`config.mk`:
```
export PLATFORM = sky130hd
export DESIGN_NAME = multi_cycle_control_unit
export DESIGN_NICKNAME = d
export VERILOG_FILES = /design/src/rtl/multi_cycle_control_unit.sv
export SDC_FILE = /design/constraint.sdc
export NUM_CORES = 1
export LEC_CHECK = 0
export ABC_CLOCK_PERIOD_IN_PS = 1600
export CAP_MARGIN = 20
export CORE_MARGIN = 3
export CORE_UTILIZATION = 28
export DETAILED_ROUTE_END_ITERATION = 12
export HOLD_SLACK_MARGIN = 0.06
export PLACE_DENSITY = 0.8
export SLEW_MARGIN = 20
export SYNTH_ARGS = -nofsm -noshare
export SYNTH_HDL_FRONTEND = slang
export SYNTH_SLANG_ARGS = --single-unit
```
`constraint.sdc`:
```
create_clock -name clk -period 1.6 [get_ports clk]
set_input_delay 0.32 -clock clk [delete_from_list [all_inputs] [get_ports clk]]
set_output_delay 0.32 -clock clk [all_outputs]
set_load 0.02 [all_outputs]
```
`src/rtl/multi_cycle_control_unit.sv`:
```
// Multi-cycle RV32I control FSM: sequences IF/ID/EX/MEM/WB and drives datapath enables.
// Define MC_PERF_CNT_EN to add the cycle/instruction performance counters.
module multi_cycle_control_unit #(
  parameter int CNT_WIDTH = 32
) (
  input  logic                 clk,
  input  logic                 reset,
  input  logic [6:0]           opcode,
  input  logic                 alu_bcond,
  input  logic                 mem_ready,
  output logic                 ir_write,
  output logic                 i_or_d,
  output logic                 mem_read,
  output logic                 mem_write,
  output logic                 alu_src,
  output logic                 reg_write,
  output logic                 mem_to_reg,
  output logic                 pc_to_reg,
  output logic                 pc_write,
  output logic [1:0]           pc_source,
  output logic                 is_ecall,
  output logic                 instr_done,
  output logic [2:0]           state,
  output logic [CNT_WIDTH-1:0] cycle_count,
  output logic [CNT_WIDTH-1:0] instr_count
);

  localparam logic [6:0] OP_LOAD      = 7'b0000011;
  localparam logic [6:0] OP_STORE     = 7'b0100011;
  localparam logic [6:0] OP_ARITH     = 7'b0110011;
  localparam logic [6:0] OP_ARITH_IMM = 7'b0010011;
  localparam logic [6:0] OP_BRANCH    = 7'b1100011;
  localparam logic [6:0] OP_JAL       = 7'b1101111;
  localparam logic [6:0] OP_JALR      = 7'b1100111;
  localparam logic [6:0] OP_ECALL     = 7'b1110011;

  typedef enum logic [2:0] {
    S_IF  = 3'd0,
    S_ID  = 3'd1,
    S_EX  = 3'd2,
    S_MEM = 3'd3,
    S_WB  = 3'd4
  } state_t;

  state_t state_reg, state_next;

  logic is_load, is_store, is_arith, is_arith_imm, is_jal, is_jalr, is_branch;
  assign is_load      = (opcode == OP_LOAD);
  assign is_store     = (opcode == OP_STORE);
  assign is_arith     = (opcode == OP_ARITH);
  assign is_arith_imm = (opcode == OP_ARITH_IMM);
  assign is_jal       = (opcode == OP_JAL);
  assign is_jalr      = (opcode == OP_JALR);
  assign is_branch    = (opcode == OP_BRANCH);

  always_ff @(posedge clk) begin
    if (!reset) state_reg <= S_IF;
    else        state_reg <= state_next;
  end

  always_comb begin
    state_next = S_IF;
    ir_write   = 1'b0;
    i_or_d     = 1'b0;
    mem_read   = 1'b0;
    mem_write  = 1'b0;
    alu_src    = 1'b0;
    reg_write  = 1'b0;
    mem_to_reg = 1'b0;
    pc_to_reg  = 1'b0;
    pc_write   = 1'b0;
    pc_source  = 2'd0;
    is_ecall   = 1'b0;
    instr_done = 1'b0;
    state      = 3'd0;

    case (state_reg)
      S_IF: begin
        mem_read   = 1'b1;
        ir_write   = mem_ready;
        state_next = mem_ready ? S_ID : S_IF;
      end
      S_ID: begin
        is_ecall   = (opcode == OP_ECALL);
        state_next = S_EX;
      end
      S_EX: begin
        alu_src = is_load | is_store | is_arith_imm | is_jalr;
        if (is_load || is_store) begin
          state_next = S_MEM;
        end else if (is_arith || is_arith_imm || is_jal || is_jalr) begin
          state_next = S_WB;
        end else begin
          // Branches resolve here; ECALL and unknown opcodes retire as NOPs.
          pc_write   = 1'b1;
          pc_source  = (is_branch && alu_bcond) ? 2'd1 : 2'd0;
          instr_done = 1'b1;
          state_next = S_IF;
        end
      end
      S_MEM: begin
        i_or_d = 1'b1;
        if (is_load) begin
          mem_read   = 1'b1;
          state_next = mem_ready ? S_WB : S_MEM;
        end else if (is_store) begin
          mem_write  = 1'b1;
          pc_write   = mem_ready;
          instr_done = mem_ready;
          state_next = mem_ready ? S_IF : S_MEM;
        end else begin
          state_next = S_IF;
        end
      end
      S_WB: begin
        reg_write  = 1'b1;
        pc_write   = 1'b1;
        instr_done = 1'b1;
        mem_to_reg = is_load;
        pc_to_reg  = is_jal | is_jalr;
        pc_source  = is_jalr ? 2'd2 : (is_jal ? 2'd1 : 2'd0);
        state_next = S_IF;
      end
      default: state_next = S_IF;
    endcase

    state = state_reg;

    // Reset forces every output low without waiting for a clock edge.
    if (!reset) begin
      ir_write   = 1'b0;
      i_or_d     = 1'b0;
      mem_read   = 1'b0;
      mem_write  = 1'b0;
      alu_src    = 1'b0;
      reg_write  = 1'b0;
      mem_to_reg = 1'b0;
      pc_to_reg  = 1'b0;
      pc_write   = 1'b0;
      pc_source  = 2'd0;
      is_ecall   = 1'b0;
      instr_done = 1'b0;
      state      = 3'd0;
    end
  end

`ifdef MC_PERF_CNT_EN
  logic [CNT_WIDTH-1:0] cycle_count_reg, instr_count_reg;

  always_ff @(posedge clk) begin
    if (!reset) begin
      cycle_count_reg <= '0;
      instr_count_reg <= '0;
    end else begin
      cycle_count_reg <= cycle_count_reg + 1'b1;
      if (instr_done) instr_count_reg <= instr_count_reg + 1'b1;
    end
  end

  assign cycle_count = reset ? cycle_count_reg : '0;
  assign instr_count = reset ? instr_count_reg : '0;
`else
  assign cycle_count = '0;
  assign instr_count = '0;
`endif

endmodule
```
==> flow_summary.json, run 1 <==
{
  "area_delta_synth_final_pct": 49.8,
  "critPathRequiredTime_ns": 1.28,
  "grt_pass1_vias": 596,
  "crit_path_top_delay_cell": "a311o_1",
  "rsz0062_at_grt": "true",
  "ant_nets": 0,
  "grt_pass1_wl_um": 2700,
  "portBuffers": 26,
  "cap_viol_max_count": 0,
  "finalCriticalPeriod_ns": 1.88,
  "layout_setup_ws_ns": -0.279,
  "cp-start-kind": "flop",
  "min-delay-start": "opcode[6]",
  "syn_avg_cell_area_um2": 7.39,
  "yosysWarnings": 0,
  "clockBufferDepth": 2,
  "clk_pin_slew_worst_paths_ns": 0.03,
  "multiInputGateArea_um2": 622,
  "fmax_mhz": 532,
  "wl_per_cell_um": 9.65,
  "yosys.area_share.simple_pct": 24.4,
  "drive_gt1_share_pct": 46.5,
  "clk_latency_ns": 0.23,
  "synthCells": 115,
  "ff2ff_setup_slack_ns": 0.43,
  "fillers": 305,
  "floorplan.initialDensity_pct": 30.0,
  "clkPwrFrac_pct": 24.1,
  "ys_seq_elements": 3,
  "critPathKind": "reg -> out",
  "path_buf_inv": 2,
  "netSwitchingFraction_pct": 48.6,
  "drtIter0Drc": 8,
  "hold_class": "in -> reg",
  "synthMuxAreaShare_pct": 0,
  "largest_reg_flops": 3,
  "max_stage_delay_ns": 0.35,
  "violations": "setup timing",
  "gp_congestion": 0.833,
  "critical-path-top-delay-family": "simple AND/OR/NAND/NOR gates",
  "clock-sinks": 3,
  "leakage_nw": 0.690,
  "arrival_ns": 1.56,
  "end_kind": "output port",
  "htree_levels": 1,
  "timing.final.crit_share_pct": 117,
  "grt.overflow.total": 0,
  "grt_usage_pct": 9.54,
  "grt_start_max_net_pins": 8,
  "finalSetupTns_ns": -1.13,
  "die_area_um2": 3730,
  "yosysUniqueCellTypes": 33,
  "die_w_um": 61.1,
  "antenna_found_initial": 0,
  "p_switching_w": 0.000258,
  "die_y_um": 61.1,
  "path_max_fanout": 4,
  "wl_um": 1960,
  "rows": 19,
  "p_seq_share_pct": 17.5,
  "synth_compound_area_share_pct": 8.69,
  "power_density_nw_per_um2": 417,
  "core_area_um2": 2830,
  "synth_xor_area_share_pct": 0,
  "vias_per_cell": 3.71,
  "ys_seq_area_share_pct": 7.07,
  "min_to": "state_reg[2]",
  "seq_area_um2": 63.8,
  "peakVddDrop_v": 0.000155,
  "internal-power_w": 0.000273,
  "post-dp-hpwl_um": 1470,
  "r2r_cells": 6,
  "r2r-end": "state_reg[0]",
  "final_hold_viol_count": 0,
  "layout.nets": 184,
  "cts_hold_buf": 0,
  "hold_depth": 6,
  "boundaryPins": 91,
  "reg2reg_from": "state_reg[2]",
  "pwr-share-comb_pct": 58.4,
  "synth_fa_ha_area_share_pct": 0,
  "status": "complete, but fails checks",
  "cts_root_buf": "clkbuf_4",
  "cts_tree": "done",
  "placed_area_um2": 1040,
  "fin_worst_skew_ns": 0.00345,
  "drv_slew": 0,
  "vias": 754,
  "dr.pass1.iters": 4,
  "drc": 0,
  "stdcell_area_um2": 1270,
  "netlist_area_um2": 850,
  "synth_top_family_by_area": "buffers and inverters",
  "numCtsBuffers": 3,
  "cp_cell_sequence": "and2b_2 -> buf_4 -> nand2_1 -> nor2_4 -> a311o_1 -> buf_6",
  "setup_violations": 9,
  "diodes": 0
}
-- cell families (layout without fill, tap and decap cells) --
logic type             count (synthesis)  in the layout
buffers and inverters                 69             63
AND/OR/NAND/NOR                       32             32
AO/OA/AOI/OAI                         10             10
flip-flops                             3              3
other                                  1             64
-- cell type report --
class	instances	area share (%)
Timing Repair Buffer	56	40.1
Multi-Input combinational cell	106	48.9
Clock buffer	4	2.06
Inverter	3	0.885
Tap cell	31	3.05
Sequential cell	3	5.01
-- routing by layer --
metal  part of all wire (%)  routed length [um]  vias up  GRT usage [%]
li1                       -                   -      368              -
met1                     36                 705      330           11.8
met2                     51                1010       56           16.5
met3                     13                 248        0           2.73
met4                      0                   0        0           1.86
met5                      0                   0        -              0
-- synth_stat cells --
cell type | n | share of area, %
nand3_1 | 3 | 1.8
and3_1 | 1 | 0.74
buf_2 | 1 | 0.59
inv_2 | 1 | 0.44
and4_1 | 1 | 1.0
nor2_2 | 1 | 0.74
a311o_1 | 1 | 1.2
and2b_2 | 1 | 1.0
nand4_2 | 1 | 1.5
nor3_2 | 1 | 1.2
a32o_1 | 1 | 1.2
nor2_1 | 5 | 2.2
o2bb2ai_1 | 1 | 1.0
nand2_1 | 3 | 1.3
inv_1 | 2 | 0.88
dfxtp_1 | 3 | 7.1
a211oi_1 | 1 | 0.88
nand2b_1 | 2 | 1.5
and2_1 | 3 | 2.2
and2b_1 | 1 | 0.88
o31ai_1 | 1 | 0.88
conb_1 | 1 | 0.44
nor3_1 | 3 | 1.8
o21a_1 | 1 | 0.88
nor4b_1 | 1 | 1.0
o211ai_1 | 1 | 0.88
and4bb_2 | 1 | 1.5
nand2_4 | 1 | 1.3
o21ai_0 | 1 | 0.59
nand4_1 | 2 | 1.5
buf_4 | 65 | 57
a21oi_1 | 2 | 1.2
or3b_4 | 1 | 1.3
-- tightest hold or removal path, cell delays in order --
cell and delay (ns):
buf_8 0.08, nor3_4 0.04, nand3_2 0.08, buf_6 0.10, buf_6 0.08, o2bb2ai_1 0.06
-- through the flow --
| step | util, % | total power (W) | worst slack [ns] | cells | hold slack [ns] |
|---|---|---|---|---|---|
| floorplan | - | 0.000394 | -0.0790 | 178 | 0.486 |
| global placement | 36.8 | 0.000366 | -0.936 | 187 | 0.630 |
| detailed placement | 36.8 | 0.000368 | -0.940 | 187 | 0.630 |
| CTS | 41.0 | 0.000515 | -0.284 | 198 | 0.581 |
| global route | 45.0 | 0.000577 | -0.352 | 203 | 0.609 |
| finish | 45.0 | 0.000531 | -0.279 | 203 | 0.587 |
-- timing repair --
action,CTS,global route
setup buffers,7,6
gates resized for setup,124,26
pin swaps,12,9
setup endpoints to repair,17,13
hold endpoints to repair,0,0
cloned,0,0
-- power by group through the flow --
stage | sequential (W) | combinational, W | clock (W)
after global routing | 0.0000932 | 0.000337 | 0.000147
after detailed placement | 0.0000900 | 0.000278 | 0
after global placement | 0.0000894 | 0.000276 | 0
final | 0.0000927 | 0.000310 | 0.000128
after CTS | 0.0000917 | 0.000289 | 0.000135
after floorplan | 0.0000854 | 0.000308 | 0
-- placed cells by master (no fill, tap or decap), drive strengths merged, types with 4 or more instances in the layout --
cell type   n
conb       64
buf        50
nor2        6
nand2       4
nor3        4
clkbuf      5
-- how the worst max path moves through the flow --
stage / cells after the start / startpoint / endpoint
global route: 5 / state_reg[2] / pc_write
global placement: 6 / opcode[6] / pc_source[0]
detailed placement: 5 / opcode[0] / instr_done
floorplan: 4 / opcode[0] / pc_write
finish: 6 / state_reg[2] / instr_done
CTS: 5 / state_reg[2] / instr_done
(Power assumes the default switching activity.)
==> run 2: changes to the inputs <==
--- a/config.mk
+++ b/config.mk
@@ -12,6 +12,8 @@
 export DETAILED_ROUTE_END_ITERATION = 12
 export HOLD_SLACK_MARGIN = 0.06
 export PLACE_DENSITY = 0.8
+export REMOVE_ABC_BUFFERS = 1
+export SKIP_CTS_REPAIR_TIMING = 1
 export SLEW_MARGIN = 20
 export SYNTH_ARGS = -nofsm -noshare
 export SYNTH_HDL_FRONTEND = slang
==> run 2 against run 1 <==
- the flow still finishes with violations (setup timing)
- sequential power decreased by 2.4%
- sequential cell count unchanged
- count of clock-buffer cells in the layout unchanged
- power decreased by 3.1%
- register-to-register slack improved by 0.08 ns
- core utilization decreased by 4.3 points
- fmax increased by 0.24%
- worst hold slack got worse by 0.063 ns
- non-clock buffer count decreased by 10
- final cell count decreased by 4.9%
- clock skew about the same
- sequential share of layout area increased by 0.43 points
- critical path type unchanged
- largest cell class unchanged
- highest routed layer unchanged
==> flow_summary.json, run 2 (synthesized netlist as in run 1, its figures left out) <==
{
  "power_density_nw_per_um2": 448,
  "die_area_um2": 3730,
  "netSwitchingFraction_pct": 49.7,
  "violations": "setup timing",
  "die_y_um": 61.1,
  "wl_um": 1880,
  "clock-sinks": 3,
  "r2r-end": "state_reg[2]",
  "hold_ws_ns": 0.524,
  "status": "complete, but fails checks",
  "drtIter0Drc": 11,
  "hold_depth": 2,
  "leakage_nw": 0.681,
  "clk_latency_ns": 0.23,
  "gp_congestion": 0.824,
  "hold_class": "reg -> reg",
  "internal-power_w": 0.000259,
  "fin_cells": 193,
  "stdcell_area_um2": 1150,
  "floorplan.initialDensity_pct": 30.0,
  "pwr-share-comb_pct": 57.3,
  "boundaryPins": 91,
  "critPathKind": "reg -> out",
  "core_area_um2": 2830,
  "vias_per_cell": 3.70,
  "dp_slack_ns": -0.984,
  "timing.final.crit_share_pct": 117,
  "path_max_fanout": 5,
  "arrival_ns": 1.55,
  "fmax_mhz": 533,
  "clkPwrFrac_pct": 25.1,
  "dp.cells": 185,
  "peakVddDrop_v": 0.000171,
  "final_common_cell": "conb_1",
  "min-delay-start": "state_reg[2]",
  "p_seq_share_pct": 17.6,
  "dr.pass1.iters": 4,
  "critPathRequiredTime_ns": 1.28,
  "cap_viol_max_count": 0,
  "r2r_cells": 5,
  "portBuffers": 26,
  "largest_reg_flops": 3,
  "cp-start-kind": "flop",
  "p_switching_w": 0.000256,
  "finalSetupTns_ns": -1.03,
  "cts_tree": "done",
  "rsz0062_at_grt": "true",
  "cts_root_buf": "clkbuf_4",
  "grt_start_max_net_pins": 8,
  "area_delta_synth_final_pct": 35.3,
  "vias": 715,
  "htree_levels": 1,
  "grt_pass1_vias": 544,
  "clockBufferDepth": 2,
  "ant_nets": 0,
  "grt_pass1_wl_um": 2280,
  "fin_worst_skew_ns": 0.00344,
  "end_kind": "output port",
  "layout_setup_ws_ns": -0.275,
  "drc": 0,
  "final_cell_mix": "conb_1, buf_4, buf_6, dlymetal6s2s_1",
  "ff2ff_setup_slack_ns": 0.51,
  "min_to": "state_reg[1]",
  "numCtsBuffers": 3,
  "reg2reg_from": "state_reg[2]",
  "die_w_um": 61.1,
  "wl_per_cell_um": 9.74,
  "drive_gt1_share_pct": 38.3,
  "drv_slew": 0,
  "clk_pin_slew_worst_paths_ns": 0.04,
  "layout.nets": 174,
  "antenna_found_initial": 0,
  "grt_usage_pct": 7.82,
  "diodes": 0,
  "rows": 19,
  "post-dp-hpwl_um": 1540,
  "setup_violations": 8,
  "grt.overflow.total": 0,
  "placed_area_um2": 1010,
  "final_hold_viol_count": 0,
  "finalCriticalPeriod_ns": 1.87
}
run 2: metal layers:
| metal | share of wire, % | track usage, % | vias up |
|---|---|---|---|
| met2 | 50 | 13.3 | 58 |
| met5 | 0 | 0 | - |
| met4 | 0 | 1.86 | 0 |
| met3 | 13 | 1.26 | 0 |
| li1 | - | - | 347 |
| met1 | 37 | 10.3 | 310 |
run 2: final cells by class:
class,instances,area [um^2]
multi-input cells,106,601
clock buffers,4,26.3
repair buffers,46,410
well taps,31,38.8
inverters,3,11.3
flip-flops and latches,3,62.6
fillers,306,1680
run 2: worst max path at each step:
stage / end / startpoint / cells past startpoint / slack [ns]
after CTS: pc_write / reset / 6 / -1.0
after detailed placement: pc_write / reset / 6 / -0.98
final: instr_done / state_reg[2] / 5 / -0.27
after global placement: instr_done / reset / 6 / -0.96
after floorplan: instr_done / opcode[3] / 4 / -0.07
after global routing: instr_done / state_reg[2] / 5 / -0.36
run 2: power groups by stage:
stage                     logic (W)  registers [W]  clock network (W)
final                      0.000295      0.0000905           0.000129
after floorplan            0.000178      0.0000896                  0
after CTS                  0.000272      0.0000869           0.000134
after detailed placement   0.000272      0.0000880                  0
after global routing       0.000318      0.0000913           0.000141
after global placement     0.000269      0.0000880                  0
run 2: critical path, stage by stage, from the launching register on:
cell	delay (ns)
dfxtp_2	0.31
and2b_2	0.25
nand4_1	0.14
nor4b_2	0.29
a311o_1	0.21
buf_6	0.14
run 2: metrics by stage:
stage          utilization [%]  power, W
5_1_grt                   40.6  0.000551
3_3_place_gp              35.8  0.000357
3_5_place_dp              35.8  0.000360
4_1_cts                   36.7  0.000493
6_report                  40.6  0.000515
2_1_floorplan                -  0.000268
